<file path="config.mk">
export PLATFORM = sky130hd
export DESIGN_NAME = spi_peripheral
export DESIGN_NICKNAME = d
export VERILOG_FILES = /design/src/rtl/spi_pkg.sv /design/src/rtl/spi_sync_edge.sv /design/src/rtl/spi_peripheral.sv
export SDC_FILE = /design/constraint.sdc
export NUM_CORES = 1
export LEC_CHECK = 0
export ABC_AREA = 1
export CORE_MARGIN = 2
export CORE_UTILIZATION = 53
export DETAILED_ROUTE_END_ITERATION = 8
export PLACE_DENSITY = 0.84
export SLEW_MARGIN = 25
export SYNTH_ARGS = -nofsm -noshare
export SYNTH_HDL_FRONTEND = slang
export SYNTH_SLANG_ARGS = --single-unit
</file>
<file path="constraint.sdc">
create_clock -name i_clk -period 1.6 [get_ports i_clk]
set_input_delay 0.48 -clock i_clk [delete_from_list [all_inputs] [get_ports i_clk]]
set_output_delay 0.48 -clock i_clk [all_outputs]
set_load 0.05 [all_outputs]
</file>
<file path="src/rtl/spi_pkg.sv">
// Shared SPI definitions: responder/controller state encoding, bus mode and default frame settings.
package spi_pkg;

    typedef enum logic [0:0] {
        ST_IDLE   = 1'b0,
        ST_ACTIVE = 1'b1
    } spi_state_e;

    localparam logic [1:0]  SPI_MODE          = 2'd0;
    localparam logic        SPI_CPOL          = SPI_MODE[1];
    localparam int unsigned SPI_DEF_WIDTH     = 32'd8;
    localparam logic [7:0]  SPI_DEF_IDLE_WORD = 8'hFF;

endpackage

</file>
<file path="src/rtl/spi_sync_edge.sv">
// Multi-stage synchronizer for one asynchronous input, with single-cycle rise/fall strobes
// derived from the synchronized level and one history flop.
module spi_sync_edge #(
    parameter int unsigned SYNC_STAGES = 32'd2,
    parameter logic        RESET_VAL   = 1'b0
) (
    input  logic i_clk,
    input  logic i_rst,
    input  logic i_async,
    output logic o_level,
    output logic o_rise,
    output logic o_fall
);

    logic [SYNC_STAGES-1:0] sync_q;
    logic                   hist_q;

    // Synchronizer chain plus history flop for edge detection
    always_ff @(posedge i_clk) begin
        if (i_rst) begin
            sync_q <= {SYNC_STAGES{RESET_VAL}};
            hist_q <= RESET_VAL;
        end else begin
            sync_q <= {sync_q[SYNC_STAGES-2:0], i_async};
            hist_q <= sync_q[SYNC_STAGES-1];
        end
    end

    assign o_level = sync_q[SYNC_STAGES-1];
    assign o_rise  = o_level & ~hist_q;
    assign o_fall  = ~o_level & hist_q;

endmodule

</file>
<file path="src/rtl/spi_peripheral.sv">
// SPI mode-0 responder: oversamples SCLK/CS_n/MOSI in the i_clk domain, shifts WIDTH-bit
// frames MSB-first, and sources TX words from a one-entry holding buffer.
module spi_peripheral
    import spi_pkg::*;
#(
    parameter int unsigned      WIDTH       = SPI_DEF_WIDTH,
    parameter int unsigned      SYNC_STAGES = 32'd2,
    parameter logic [WIDTH-1:0] IDLE_WORD   = WIDTH'(SPI_DEF_IDLE_WORD)
) (
    input  logic             i_clk,
    input  logic             i_rst,
    input  logic             i_sclk,
    input  logic             i_cs_n,
    input  logic             i_mosi,
    output logic             o_miso,
    output logic             o_miso_oe,
    input  logic [WIDTH-1:0] i_tx_data,
    input  logic             i_tx_valid,
    output logic             o_tx_ready,
    output logic [WIDTH-1:0] o_rx_data,
    output logic             o_rx_valid,
    output logic             o_underrun,
    output logic             o_busy
);

    localparam int unsigned      CNT_W    = $clog2(WIDTH);
    localparam logic [CNT_W-1:0] LAST_CNT = CNT_W'(WIDTH - 32'd1);

    logic sclk_level_s, sclk_rise_s, sclk_fall_s;
    logic cs_level_s, cs_rise_s, cs_fall_s;
    logic mosi_s, mosi_rise_s, mosi_fall_s;
    logic unused_sync_s;

    spi_state_e       state_q;
    logic [CNT_W-1:0] bit_cnt_q;
    logic             last_rise_q;
    logic [WIDTH-2:0] rx_sr_q;
    logic [WIDTH-2:0] tx_sr_q;
    logic [WIDTH-1:0] buf_q;
    logic             tx_ready_q;
    logic [WIDTH-1:0] rx_data_q;
    logic             rx_valid_q;
    logic             underrun_q;
    logic             miso_q;
    logic             busy_q;

    logic             cs_evt_s;
    logic             wr_s;
    logic             load_s;
    logic [WIDTH-1:0] load_word_s;
    logic [WIDTH-1:0] rx_word_d;
    logic [WIDTH-1:0] tx_shift_d;

    spi_sync_edge #(.SYNC_STAGES(SYNC_STAGES), .RESET_VAL(SPI_CPOL)) u_sync_sclk (
        .i_clk   (i_clk),
        .i_rst   (i_rst),
        .i_async (i_sclk),
        .o_level (sclk_level_s),
        .o_rise  (sclk_rise_s),
        .o_fall  (sclk_fall_s)
    );

    // CS resets to "asserted" so a frame already running when reset lifts never produces a cs_fall
    spi_sync_edge #(.SYNC_STAGES(SYNC_STAGES), .RESET_VAL(1'b0)) u_sync_cs (
        .i_clk   (i_clk),
        .i_rst   (i_rst),
        .i_async (i_cs_n),
        .o_level (cs_level_s),
        .o_rise  (cs_rise_s),
        .o_fall  (cs_fall_s)
    );

    spi_sync_edge #(.SYNC_STAGES(SYNC_STAGES), .RESET_VAL(1'b0)) u_sync_mosi (
        .i_clk   (i_clk),
        .i_rst   (i_rst),
        .i_async (i_mosi),
        .o_level (mosi_s),
        .o_rise  (mosi_rise_s),
        .o_fall  (mosi_fall_s)
    );

    assign unused_sync_s = sclk_level_s ^ cs_level_s ^ mosi_rise_s ^ mosi_fall_s;

    // Frame-load decision, buffer write qualification and shift-register next values
    always_comb begin
        cs_evt_s    = cs_rise_s | cs_fall_s;
        wr_s        = i_tx_valid & tx_ready_q;
        load_word_s = tx_ready_q ? IDLE_WORD : buf_q;
        rx_word_d   = {rx_sr_q, mosi_s};
        tx_shift_d  = {tx_sr_q, 1'b0};
        load_s      = 1'b0;
        case (state_q)
            ST_IDLE:   load_s = cs_fall_s;
            ST_ACTIVE: load_s = ~cs_evt_s & sclk_fall_s & last_rise_q;
            default:   load_s = 1'b0;
        endcase
    end

    // Responder FSM, shift registers, TX holding buffer and registered outputs
    always_ff @(posedge i_clk) begin
        if (i_rst) begin
            state_q     <= ST_IDLE;
            bit_cnt_q   <= {CNT_W{1'b0}};
            last_rise_q <= 1'b0;
            rx_sr_q     <= {(WIDTH-1){1'b0}};
            tx_sr_q     <= {(WIDTH-1){1'b0}};
            buf_q       <= {WIDTH{1'b0}};
            tx_ready_q  <= 1'b1;
            rx_data_q   <= {WIDTH{1'b0}};
            rx_valid_q  <= 1'b0;
            underrun_q  <= 1'b0;
            miso_q      <= 1'b0;
            busy_q      <= 1'b0;
        end else begin
            rx_valid_q <= 1'b0;
            underrun_q <= load_s & tx_ready_q;

            // A load on an empty buffer still lets a same-cycle write fill it for the next frame
            if (load_s && !tx_ready_q) begin
                tx_ready_q <= 1'b1;
            end else if (wr_s) begin
                buf_q      <= i_tx_data;
                tx_ready_q <= 1'b0;
            end

            case (state_q)
                ST_IDLE: begin
                    if (cs_fall_s) begin
                        state_q     <= ST_ACTIVE;
                        busy_q      <= 1'b1;
                        bit_cnt_q   <= {CNT_W{1'b0}};
                        last_rise_q <= 1'b0;
                        miso_q      <= load_word_s[WIDTH-1];
                        tx_sr_q     <= load_word_s[WIDTH-2:0];
                    end
                end
                ST_ACTIVE: begin
                    if (cs_rise_s) begin
                        state_q     <= ST_IDLE;
                        busy_q      <= 1'b0;
                        bit_cnt_q   <= {CNT_W{1'b0}};
                        last_rise_q <= 1'b0;
                        miso_q      <= 1'b0;
                    end else if (cs_fall_s) begin
                        last_rise_q <= last_rise_q;
                    end else if (sclk_rise_s) begin
                        rx_sr_q <= rx_word_d[WIDTH-2:0];
                        if (bit_cnt_q == LAST_CNT) begin
                            bit_cnt_q   <= {CNT_W{1'b0}};
                            rx_data_q   <= rx_word_d;
                            rx_valid_q  <= 1'b1;
                            last_rise_q <= 1'b1;
                        end else begin
                            bit_cnt_q <= bit_cnt_q + CNT_W'(1);
                        end
                    end else if (sclk_fall_s) begin
                        if (last_rise_q) begin
                            last_rise_q <= 1'b0;
                            miso_q      <= load_word_s[WIDTH-1];
                            tx_sr_q     <= load_word_s[WIDTH-2:0];
                        end else begin
                            miso_q  <= tx_shift_d[WIDTH-1];
                            tx_sr_q <= tx_shift_d[WIDTH-2:0];
                        end
                    end
                end
                default: begin
                    state_q <= ST_IDLE;
                    busy_q  <= 1'b0;
                end
            endcase
        end
    end

    assign o_miso     = miso_q;
    assign o_miso_oe  = busy_q;
    assign o_busy     = busy_q;
    assign o_tx_ready = tx_ready_q;
    assign o_rx_data  = rx_data_q;
    assign o_rx_valid = rx_valid_q;
    assign o_underrun = underrun_q;

endmodule

</file>
==> metrics.txt <==
# TYPE chip_impl_metric gauge
chip_impl_info{name="run_status",value="completed"} 1
chip_impl_metric{name="post_cts_buffers",unit=""} 0
chip_impl_metric{name="synth_nets",unit=""} 304
chip_impl_metric{name="synth.yosys.warnings",unit=""} 0
chip_impl_metric{name="max-vdd-ir-drop",unit="V"} 0.000570
chip_impl_metric{name="yosys.area_share.xor_xnor",unit="%"} 0
chip_impl_metric{name="ant_nets",unit=""} 0
chip_impl_metric{name="cp_num_buf_inv",unit=""} 1
chip_impl_metric{name="post-route-period-util",unit="%"} 92.2
chip_impl_metric{name="finalWeightedCongestion",unit=""} 0.869
chip_impl_metric{name="path_clk_slew",unit="ps"} 90
chip_impl_metric{name="grt.met3_usage",unit="%"} 5.28
chip_impl_metric{name="first_global_vias",unit=""} 1716
chip_impl_info{name="grt_setup_unrepaired",value="no"} 1
chip_impl_metric{name="pre_cts_ws",unit="ps"} -1.04
chip_impl_metric{name="h-tree-depth",unit=""} 2
chip_impl_metric{name="finalHoldViolations",unit=""} 0
chip_impl_metric{name="maxCapViolCount",unit=""} 0
chip_impl_metric{name="yosysTopAreaCellShare",unit="%"} 47.0
chip_impl_info{name="synth_area_leader_cell",value="sky130_fd_sc_hd__dfxtp_1"} 1
chip_impl_metric{name="wl_per_cell",unit="um"} 11.6
chip_impl_metric{name="top_level_ports",unit=""} 28
chip_impl_metric{name="fp.dieH",unit="um"} 66.1
chip_impl_metric{name="critPathMaxFanout",unit=""} 3
chip_impl_metric{name="syn_area_per_cell",unit="um^2"} 7.22
chip_impl_metric{name="critical_path_arrival",unit="ps"} 1000
chip_impl_metric{name="flow.area_growth_from_synthesis",unit="%"} 28.6
chip_impl_metric{name="initial_core_util",unit="%"} 55.4
chip_impl_metric{name="drt-vias-per-instance",unit=""} 5.00
chip_impl_metric{name="power.density",unit="mW/mm^2"} 879
chip_impl_info{name="cts_tree",value="yes"} 1
chip_impl_metric{name="maxSlewHeadroom",unit="%"} 72.3
chip_impl_metric{name="ys_seq_elements",unit=""} 48
chip_impl_metric{name="critical_path.max_stage_delay",unit="ps"} 510
chip_impl_metric{name="drt_drc_violations_left",unit=""} 0
chip_impl_metric{name="clock-skew-final",unit="ps"} 5.90
chip_impl_metric{name="crit_required",unit="ps"} 1120
chip_impl_metric{name="maximum_number_of_pins_on_one_net_before_global_route_repair",unit=""} 27
chip_impl_metric{name="synth_cell_types",unit=""} 21
chip_impl_metric{name="vias",unit=""} 1819
chip_impl_metric{name="antennaDiodeCount",unit=""} 0
chip_impl_info{name="gr-max-usage-layer",value="met2"} 1
chip_impl_metric{name="globalRouteTotalUtil",unit="%"} 21.9
chip_impl_metric{name="die_width",unit="um"} 66.1
chip_impl_metric{name="leakage",unit="nW"} 1.10
chip_impl_info{name="cts_root_buffer",value="sky130_fd_sc_hd__clkbuf_8"} 1
chip_impl_info{name="crit_path_cell_trace",value="buf_12"} 1
chip_impl_metric{name="grt_pass1_wl",unit="um"} 7400
chip_impl_metric{name="nFillCells",unit=""} 300
chip_impl_metric{name="drt_iter0_markers",unit=""} 130
chip_impl_info{name="crit_path_class",value="reg -> out"} 1
chip_impl_metric{name="synth_simple_gate_area_share",unit="%"} 30.7
chip_impl_metric{name="num_rows",unit=""} 22
chip_impl_info{name="critPathCaptureType",value="output port"} 1
chip_impl_metric{name="clock_insertion_delay_worst_skew",unit="ps"} 300
chip_impl_metric{name="drt_first_pass_iters",unit=""} 4
chip_impl_metric{name="synthesis.area",unit="mm^2"} 0.00204
chip_impl_metric{name="clkSinkCount",unit=""} 48
chip_impl_metric{name="mux_cell_area_share_after_synthesis",unit="%"} 0
chip_impl_metric{name="finalCriticalPeriod",unit="ps"} 1480
chip_impl_metric{name="p_total",unit="mW"} 2.31
chip_impl_metric{name="dpl.hpwl",unit="um"} 3040
chip_impl_metric{name="grt.met1_usage",unit="%"} 27.6
chip_impl_metric{name="met2_usage",unit="%"} 35.9
chip_impl_metric{name="cts-hold-fix-buffers",unit=""} 0
chip_impl_metric{name="die_area",unit="mm^2"} 0.00437
chip_impl_info{name="critPathSlowestCell",value="sky130_fd_sc_hd__dfxtp_1"} 1
chip_impl_metric{name="synth_cells",unit=""} 283
chip_impl_metric{name="design.final.nets",unit=""} 336
chip_impl_metric{name="core",unit="mm^2"} 0.00369
chip_impl_info{name="startpoint_type",value="register"} 1
chip_impl_metric{name="seq_area_frac_synth",unit="%"} 47.0
chip_impl_metric{name="ctsLongestPathBuffers",unit=""} 2
chip_impl_metric{name="finalCoreUtilization",unit="%"} 71.3
chip_impl_metric{name="final_max_slew_viol_count",unit=""} 0
chip_impl_info{name="hold_path.class",value="reg -> reg"} 1
chip_impl_metric{name="final_layout_size_suffix_gt1_share",unit="%"} 13.0
chip_impl_metric{name="achievable-frequency",unit="GHz"} 0.678
chip_impl_metric{name="place.port_buffers",unit=""} 27
chip_impl_info{name="synth_top_family_by_area",value="simple AND/OR/NAND/NOR gates"} 1
chip_impl_metric{name="global_route.overflow_total",unit=""} 0
chip_impl_info{name="top_family_by_delay_on_critical_path",value="flip-flops"} 1
chip_impl_metric{name="detail_route.wirelength",unit="um"} 4240
chip_impl_metric{name="setup_viol",unit=""} 0
chip_impl_info{name="ys_top_cells_by_area",value="sky130_fd_sc_hd__dfxtp_1 47%, sky130_fd_sc_hd__nand2_1 11%, sky130_fd_sc_hd__nor2_1 10%"} 1
chip_impl_metric{name="final_critical_path_setup_slack",unit="ps"} 125
chip_impl_metric{name="synth_compound_gate_area_share",unit="%"} 9.79
chip_impl_metric{name="post_route_worst_hold_slack",unit="ps"} 402
chip_impl_metric{name="grt_antenna_before_repair",unit=""} 0
chip_impl_metric{name="synthAdderAreaFrac",unit="%"} 4.28
chip_impl_metric{name="timing_worst_slew_pin_value",unit="ps"} 415
chip_impl_metric{name="cts_buffers",unit=""} 5
==> final timing paths <==
path / cells after the start / start / slack, ps / endpoint
worst max-delay path: 1 / o_busy$_SDFFE_PP0P_ / 120 / o_busy
worst min-delay path: 2 / u_sync_mosi.sync_q[0]$_SDFF_PP0_ / 400 / u_sync_mosi.sync_q[1]$_SDFF_PP0_
worst max register to register: 8 / u_sync_cs.sync_q[1]$_SDFF_PP0_ / 160 / tx_sr_q[6]$_SDFFE_PP0P_
worst min register to register: 2 / u_sync_mosi.sync_q[0]$_SDFF_PP0_ / 400 / u_sync_mosi.sync_q[1]$_SDFF_PP0_
==> layout make-up <==
cell class	count	area [um^2]	share of cell area [%]
Clock buffer	7	86.3	3.28
Clock inverter	1	7.51	0.285
Inverter	30	119	4.52
Multi-Input combinational cell	196	921	35.0
Sequential cell	48	961	36.5
Tap cell	48	60.1	2.28
Timing Repair Buffer	34	475	18.1
==> registers in the layout (all words and copies together) (netlist names), 2 cells and up <==
signal              count
u_sync_cs.sync_q        2
buf_q                   8
tx_sr_q                 7
rx_sr_q                 7
bit_cnt_q               3
u_sync_mosi.sync_q      2
o_rx_data               8
u_sync_sclk.sync_q      2
==> synthesized netlist by cell type <==
cell type                  instances
sky130_fd_sc_hd__nand3b_1          2
sky130_fd_sc_hd__clkinv_1          1
sky130_fd_sc_hd__buf_4             1
sky130_fd_sc_hd__o21ai_0          17
sky130_fd_sc_hd__dfxtp_1          48
sky130_fd_sc_hd__ha_1              7
sky130_fd_sc_hd__nand3_1          20
sky130_fd_sc_hd__buf_6             1
sky130_fd_sc_hd__clkbuf_1          2
sky130_fd_sc_hd__inv_1            25
sky130_fd_sc_hd__inv_2             2
sky130_fd_sc_hd__clkinv_2          1
sky130_fd_sc_hd__a21oi_1          23
sky130_fd_sc_hd__nor2_1           55
sky130_fd_sc_hd__nand3_4           1
sky130_fd_sc_hd__nor3_1            2
sky130_fd_sc_hd__buf_2             3
sky130_fd_sc_hd__nand2_2           8
sky130_fd_sc_hd__nand2_1          61
sky130_fd_sc_hd__clkinv_4          1
sky130_fd_sc_hd__buf_1             2
==> repair_timing <==
action	4_1_cts	5_1_grt
endpoints found under the hold margin	0	0
gates resized for setup	0	1
endpoints found under the setup margin	0	1
==> cell usage in the layout (no fill, tap or decap), drive strengths merged <==
cell type and n:
a21oi 23, clkinv 3, nand2 69, nand3b 2, clkinvlp 1, o21ai 17
ha 7, buf 21, clkbuf 7, dfxtp 48, nand3 21, clkdlybuf4s50 13
inv 27, nor3 2, nor2 55
==> metal layers <==
layer	routed length, um	part of all wire, %	vias up
met2	2070	49	37
met5	0	0	-
li1	-	-	952
met4	82	1.9	0
met1	1920	45	822
met3	172	4.1	8
==> power by group <==
group | switching [mW] | internal, mW
logic | 0.156 | 0.127
clock network | 0.400 | 0.351
registers | 0.0336 | 1.24
==> per-stage QoR <==
stage / cells / area, um^2 / setup TNS (ps)
CTS: 364 / 2630 / 0
global route: 364 / 2630 / 0
floorplan: 283 / 2040 / 0
finish: 364 / 2630 / 0
global placement: 356 / 2530 / 0
detailed placement: 356 / 2530 / -1.04
==> cell families (layout without fill, tap and decap cells) <==
group | Yosys count | count (layout)
and+or+nand+nor | 149 | 149
DFF | 48 | 48
AOI/OAI and AO/OA | 40 | 40
adders and majority gates | 7 | 7
buffers and inverters | 39 | 72
No activity file was read; power rests on OpenSTA's default activity.
